===== src/rtl/bram_fifo_ctrl.sv =====
// Streaming FIFO controller around a simple dual-port BRAM (1-cycle registered read),
// with a 2-entry output buffer hiding read latency. Optional level port: BRAM_FIFO_LEVEL_EN.
module bram_fifo_ctrl #(
    parameter int BRAM_ADDR_WIDTH = 10,
    parameter int BRAM_DATA_WIDTH = 8
) (
    input  logic                       clock,
    input  logic                       reset,
    input  logic                       in_valid,
    output logic                       in_ready,
    input  logic [BRAM_DATA_WIDTH-1:0] in_data,
    output logic                       out_valid,
    input  logic                       out_ready,
    output logic [BRAM_DATA_WIDTH-1:0] out_data,
    output logic [BRAM_ADDR_WIDTH-1:0] bram_wr_addr,
    output logic                       bram_wr_en,
    output logic [BRAM_DATA_WIDTH-1:0] bram_din,
    output logic [BRAM_ADDR_WIDTH-1:0] bram_rd_addr,
    input  logic [BRAM_DATA_WIDTH-1:0] bram_dout
`ifdef BRAM_FIFO_LEVEL_EN
    ,
    output logic [BRAM_ADDR_WIDTH+1:0] level
`endif
);

    localparam int AW = BRAM_ADDR_WIDTH;
    localparam int DW = BRAM_DATA_WIDTH;
    localparam logic [AW:0] DEPTH = {1'b1, {AW{1'b0}}};

    logic [AW-1:0] wr_ptr_q, wr_ptr_d;
    logic [AW-1:0] rd_ptr_q, rd_ptr_d;
    logic [AW:0]   mem_count_q, mem_count_d;
    logic          rd_pending_q, rd_pending_d;
    logic [1:0]    obuf_count_q, obuf_count_d;
    logic [DW-1:0] head_q, head_d;
    logic [DW-1:0] skid_q, skid_d;

    logic          push, pop, rd_issue;
    logic [2:0]    occ_after_pop;

    assign in_ready     = ~reset & (mem_count_q != DEPTH);
    assign push         = in_valid & in_ready;
    assign out_valid    = (obuf_count_q != 2'd0);
    assign out_data     = head_q;
    assign pop          = out_valid & out_ready;

    assign bram_wr_en   = push;
    assign bram_wr_addr = wr_ptr_q;
    assign bram_din     = in_data;
    assign bram_rd_addr = rd_ptr_q;

    // Output-buffer slots claimed after this cycle's pop; a read is issued only if one slot stays free.
    assign occ_after_pop = {1'b0, obuf_count_q} + {2'b00, rd_pending_q} - {2'b00, pop};
    assign rd_issue      = (mem_count_q != '0) & (occ_after_pop < 3'd2);

    always_comb begin
        wr_ptr_d     = wr_ptr_q + {{(AW-1){1'b0}}, push};
        rd_ptr_d     = rd_ptr_q + {{(AW-1){1'b0}}, rd_issue};
        mem_count_d  = mem_count_q + {{AW{1'b0}}, push} - {{AW{1'b0}}, rd_issue};
        rd_pending_d = rd_issue;
        head_d       = head_q;
        skid_d       = skid_q;
        obuf_count_d = obuf_count_q;
        case ({rd_pending_q, pop})
            2'b10: begin
                if (obuf_count_q == 2'd0) head_d = bram_dout;
                else                      skid_d = bram_dout;
                obuf_count_d = obuf_count_q + 2'd1;
            end
            2'b01: begin
                head_d       = skid_q;
                obuf_count_d = obuf_count_q - 2'd1;
            end
            2'b11: begin
                if (obuf_count_q == 2'd1) begin
                    head_d = bram_dout;
                end else begin
                    head_d = skid_q;
                    skid_d = bram_dout;
                end
            end
            default: ;
        endcase
    end

    always_ff @(posedge clock) begin
        if (reset) begin
            wr_ptr_q     <= '0;
            rd_ptr_q     <= '0;
            mem_count_q  <= '0;
            rd_pending_q <= 1'b0;
            obuf_count_q <= 2'd0;
            head_q       <= '0;
            skid_q       <= '0;
        end else begin
            wr_ptr_q     <= wr_ptr_d;
            rd_ptr_q     <= rd_ptr_d;
            mem_count_q  <= mem_count_d;
            rd_pending_q <= rd_pending_d;
            obuf_count_q <= obuf_count_d;
            head_q       <= head_d;
            skid_q       <= skid_d;
        end
    end

`ifdef BRAM_FIFO_LEVEL_EN
    logic [AW+1:0] level_q, level_d;

    assign level_d = {1'b0, mem_count_d} + {{(AW+1){1'b0}}, rd_pending_d}
                   + {{AW{1'b0}}, obuf_count_d};

    always_ff @(posedge clock) begin
        if (reset) level_q <= '0;
        else       level_q <= level_d;
    end

    assign level = level_q;
`endif

endmodule


===== config.mk =====
export PLATFORM = sky130hd
export DESIGN_NAME = bram_fifo_ctrl
export DESIGN_NICKNAME = d
export VERILOG_FILES = /design/src/rtl/bram_fifo_ctrl.sv
export SDC_FILE = /design/constraint.sdc
export NUM_CORES = 1
export LEC_CHECK = 0
export CAP_MARGIN = 10
export CORE_MARGIN = 2
export CORE_UTILIZATION = 40
export DETAILED_ROUTE_END_ITERATION = 12
export DONT_BUFFER_PORTS = 1
export GPL_TIMING_DRIVEN = 0
export PLACE_DENSITY = 0.54
export REMOVE_ABC_BUFFERS = 1
export SLEW_MARGIN = 5
export SYNTH_ARGS = -nofsm -noshare
export SYNTH_HDL_FRONTEND = slang
export SYNTH_SLANG_ARGS = --single-unit

===== constraint.sdc =====
create_clock -name clock -period 5.4 [get_ports clock]
set_clock_uncertainty 0.2 [all_clocks]
set_input_delay 1.08 -clock clock [delete_from_list [all_inputs] [get_ports clock]]
set_output_delay 1.08 -clock clock [all_outputs]
set_load 0.05 [all_outputs]

# Word-level counts from Yosys, hierarchy flattened
# Index checks and enable logic that the tools add are counted.
[word_totals]
regBits = 50
inputBits = 20
output_inout_bits = 39
elab_cells = 44
[classes]
n_addsub = 8
order_cmp = 1
eq_ne = 8
n_mux = 7
bitwise = 5
n_reduce_logical = 8
[ops]
columns = ["operator", "n"]
rows = [
  ["$mux 8", 4],
  ["$pmux 8 s3", 1],
  ["$add 10x1->10", 2],
  ["$pmux 8 s2", 1],
  ["$add 11x1->11", 1],
  ["$ne 11x11->1 const B", 1],
  ["$reduce_bool 11->1", 1],
  ["$sub 11x1->11", 1],
  ["$ne 2x2->1 const B", 3],
  ["$reduce_bool 2->1", 3],
  ["$and 1x1->1", 4],
  ["$eq 2x1->1 const B", 2],
  ["$eq 2x2->1 const B", 2],
  ["$pmux 2 s2", 1],
  ["$add 2x1->3", 1],
  ["$lt 3x2->1 const B", 1],
  ["$reduce_and 3->1", 1],
  ["$reduce_bool 3->1", 1],
  ["$sub 3x1->3", 1],
  ["$add 2x1->2 const B", 1],
  ["$logic_not 2->1", 1],
  ["$reduce_and 2->1", 1],
  ["$sub 2x1->2 const B", 1],
  ["$not 1->1", 1],
]

# Longest topological paths before layout
[logic_depth]
depth_word = 6
depth_mapped = 19
mapped_depth_nobuf = 19

# Worst setup path after synthesis
# Ideal clock, no wire load.
[synth_timing]
path_kind = "in2reg"
startpoint = "input port out_ready"
endpoint = "register mem_count_q[10]"
setup_time_ns = 0.071
t_arrival_ns = 4.291
required_time_ns = 5.129
path_slack_ns = 0.838
stages = 15
path_buffers = 0
path_cell_list = "nand2_1 -> nor2_1 -> o21ai_1 -> fa_1 -> xnor2_1 -> o211a_1 -> ha_1 -> inv_1 -> ha_1 -> fa_1 -> a211o_1 -> a311oi_2 -> nor4_1 -> or4_1 -> a21oi_1"
[synth_between]
elab_chain_cells = 5
[synth_lines]
columns = ["item", "line_no", "rtl"]
rows = [
  ["start, declared", "13", "input logic out_ready,"],
  ["$and 1x1->1", "45", "assign pop = out_valid & out_ready;"],
  ["$sub 3x1->3", "53", "assign occ_after_pop = {1'b0, obuf_count_q} + {2'b00, rd_pending_q} - {2'b00, pop};"],
  ["$lt 3x2->1", "54", "assign rd_issue = (mem_count_q != '0) & (occ_after_pop < 3'd2);"],
  ["$and 1x1->1", "54", ""],
  ["net rd_issue", "38", "logic push, pop, rd_issue;"],
  ["$sub 11x1->11", "59", "mem_count_d = mem_count_q + {{AW{1'b0}}, push} - {{AW{1'b0}}, rd_issue};"],
  ["end signal, assigned", "98", "mem_count_q <= mem_count_d;"],
  ["end, declared", "32", "logic [AW:0] mem_count_q, mem_count_d;"],
]
# The timed path passes the listed nets, and every way through them passes these cells.
# A chain may end at the register's enable or synchronous reset.

# Worst setup path after layout
[layout_timing]
startpoint = "register obuf_count_q[1]"
endpoint = "register mem_count_q[10]"
[layout_between]
elab_chain_cells = 6
[layout_lines]
columns = ["item", "line_no", "rtl"]
rows = [
  ["start, declared", "34", "logic [1:0] obuf_count_q, obuf_count_d;"],
  ["start signal, assigned", "100", "obuf_count_q <= obuf_count_d;"],
  ["$reduce_bool 2->1", "43", "assign out_valid = (obuf_count_q != 2'd0);"],
  ["net out_valid", "12", "output logic out_valid,"],
  ["$and 1x1->1", "45", ""],
  ["$sub 3x1->3", "53", ""],
  ["$lt 3x2->1", "54", ""],
  ["$and 1x1->1", "54", ""],
  ["net rd_issue", "38", ""],
  ["$sub 11x1->11", "59", ""],
]
# The timed path passes the listed nets, and every way through them passes these cells.

==> metrics.cfg <==
[die]
start_util_pct=40.8
die_h_um=84
fp.coreArea_sq_um=6280
die_area_sq_um=7060
row_count=29
fp.dieW_um=84
ioPinCount=59

[power]
leakage_nw=1.10
power_w=0.00170
power_density_nw_per_um2=636
irDropWorstVdd_v=0.000320

[drt]
wirelength_um=4700
wire_per_inst_um=13.4
detail_route.first_pass.iterations=4
drc_errors=0
dr.first_iter.drc_count=42
drtAntennaViolNets=0
vias=1819
viasPerCell=5.17

[flow_run]
maxCapViolCount=0

[yosys]
syn_area_sq_um=2560
synth-async-reset-ratio_pct=0
netlist_instances=282
yosysSeqAreaShare_pct=39.1
synth_top_area_share_pct=39.1
yosysWarnings=0
synth_area_leaders=dfxtp_1 (39%), ha_1 (11%), nor2_1 (7.0%), xor2_1 (5.1%), xnor2_1 (4.1%)
syn_area_per_cell_sq_um=9.08
yosys.area.top_type=dfxtp_1
ys_types=41
ys_seq_elements=50
synth_edf_count=0
synth_ff_type=dfxtp_1

[grt]
antenna_found_initial=0
grt_pass1_wl_um=8240
grt_usage_pct=14.1
grt_start_max_net_pins=52
overflow=0
grt_pass1_vias=1781

[worst_setup_path]
cp.arrival_ps=4800
worstSetupPathType=reg -> reg
cp_max_fo=4
end_kind=flop
crit_path_start_kind=flop
cp_cell_sequence=inv_1 -> ha_1 -> inv_2 -> nand2_1 -> nor2_1 -> o21ai_1 -> fa_1 -> xnor2_1 -> o211a_1 -> ha_1 -> inv_1 -> ha_1 -> fa_1 -> a211o_1 -> a311oi_2 -> nor4_1 -> or4_1 -> a21oi_1
cp.required_ps=5420
crit_path_max_incr_delay_ps=500
crit_top_cell=ha_1
slowest_stage=or4_1

[layout]
layout.cells.non_filler=352
final_layout_size_suffix_gt1_share_pct=4.73
final_common_cell=dfxtp_1
final_cell_mix=dfxtp_1 (50), nor2_1 (48), ha_1 (23), inv_1 (18), xor2_1 (15)
final-seq-area_sq_um=1000
nets=319
fillers=636
multi_input_area_sq_um=1400
syn_to_final_growth_pct=4.50
n_antenna_cell=0

[min_path]
hold_class=reg -> reg

[clocking]
clock-sinks=50
cts_hold_buf=0
cts_made_buffers=5
clockRootBuffer=clkbuf_8
cts_buffer_depth=2
cts_tree=yes
clk_pin_slew_ps=90
ctsHtreeMaxLevel=2
cts_setup_buffers=0
postCtsResizedCells=0
clk_latency_ps=300

[place]
portBuffers=0
place_ws_ps=582
hpwlAfterDp_um=3340
finalWeightedCongestion=0.731
place_inst=344

[sta]
worstMarginPinSlew_ps=1130
fmax_ghz=0.209
slew_viol_final=0
setup_violations=0
slew_headroom_pct=24.7
rsz0062_at_grt=false
tns_ps=0
finalHoldViolCount=0
fin_crit_sh_pct=88.5
layout_min_cycle_time_ps=4780
finalWorstSetupSlack_ps=621

[run_status]
status=complete, no violations

## logic make-up (layout without fill, tap and decap cells)
group | Yosys count | after routing | share of synthesized area [%]
flip-flops | 50 | 50 | 39.1
buffers and inverters | 35 | 28 | 6.31
multiplexers | 8 | 8 | 3.13
AO/OA/AOI/OAI | 38 | 38 | 10.9
AND/OR/NAND/NOR | 99 | 99 | 18.5
adder cells (fa/ha/maj) | 25 | 25 | 12.8
XOR/XNOR | 27 | 27 | 9.24
## per-stage QoR
| stage | utilization, % | cell area (sq um) | hold slack (ps) |
|---|---|---|---|
| 3_5_place_dp | 40.9 | 2570 | 282 |
| 5_1_grt | 42.6 | 2680 | 327 |
| 2_1_floorplan | - | 2470 | 262 |
| 3_3_place_gp | 40.9 | 2570 | 274 |
| 4_1_cts | 42.6 | 2680 | 307 |
| 6_report | 42.6 | 2680 | 301 |
## state kept, by name, indices dropped and copies added, names as in the netlist
name          cells
rd_pending_q      1
obuf_count_q      2
mem_count_q      11
skid_q            8
out_data          8
bram_rd_addr     10
bram_wr_addr     10
## final timing paths
kind | cells after the start | from | slack (ps) | to
max | 18 | obuf_count_q[1] | 620 | mem_count_q[10]
min | 2 | skid_q[6] | 300 | skid_q[6]
max reg2reg | 18 | obuf_count_q[1] | 620 | mem_count_q[10]
min reg2reg | 2 | skid_q[6] | 300 | skid_q[6]
## cell type report
class | instances | share of cell area (%)
Clock buffer | 7 | 3.60
Sequential cell | 50 | 37.4
Inverter | 20 | 2.81
Clock inverter | 1 | 0.327
Tap cell | 77 | 3.60
Multi-Input combinational cell | 197 | 52.2
## worst max-delay path: cells and delay by family (launching register included)
| family | cells | cell delay [ps] |
|---|---|---|
| xor gates and xnor gates | 1 | 130 |
| AOI/OAI and AO/OA | 5 | 1050 |
| DFF | 1 | 420 |
| adders and majority gates | 5 | 1550 |
| and+or+nand+nor | 4 | 980 |
| buffers and inverters | 3 | 380 |
## layer usage
layer | wire [um] | GRT usage (%) | vias up
li1 | - | - | 937
met1 | 2240 | 17.3 | 844
met2 | 2170 | 23.3 | 36
met3 | 250 | 4.85 | 2
met4 | 36 | 4.40 | 0
met5 | 0 | 0 | -
## Yosys cell counts, types with 2 or more instances
cell type	n
inv_2	2
o21bai_1	3
o31a_1	2
o21ai_1	3
nor3_1	10
a221oi_1	9
dfxtp_1	50
mux2i_1	8
nand3_1	12
a211oi_1	3
and3_1	6
xnor2_1	12
nand2_1	3
a31oi_1	2
a21oi_1	8
buf_4	8
ha_1	23
nor2_1	48
clkbuf_1	7
nor2b_1	9
inv_1	18
xor2_1	15
nand3b_1	2
fa_1	2
## report_power, final
group / total (W) / leakage (nW) / switching [W] / internal (W)
clock: 0.000241 / 0.0544 / 0.000124 / 0.000118
combinational: 0.000806 / 0.636 / 0.000437 / 0.000369
sequential: 0.000654 / 0.409 / 0.000190 / 0.000464
(Power assumes the default switching activity.)
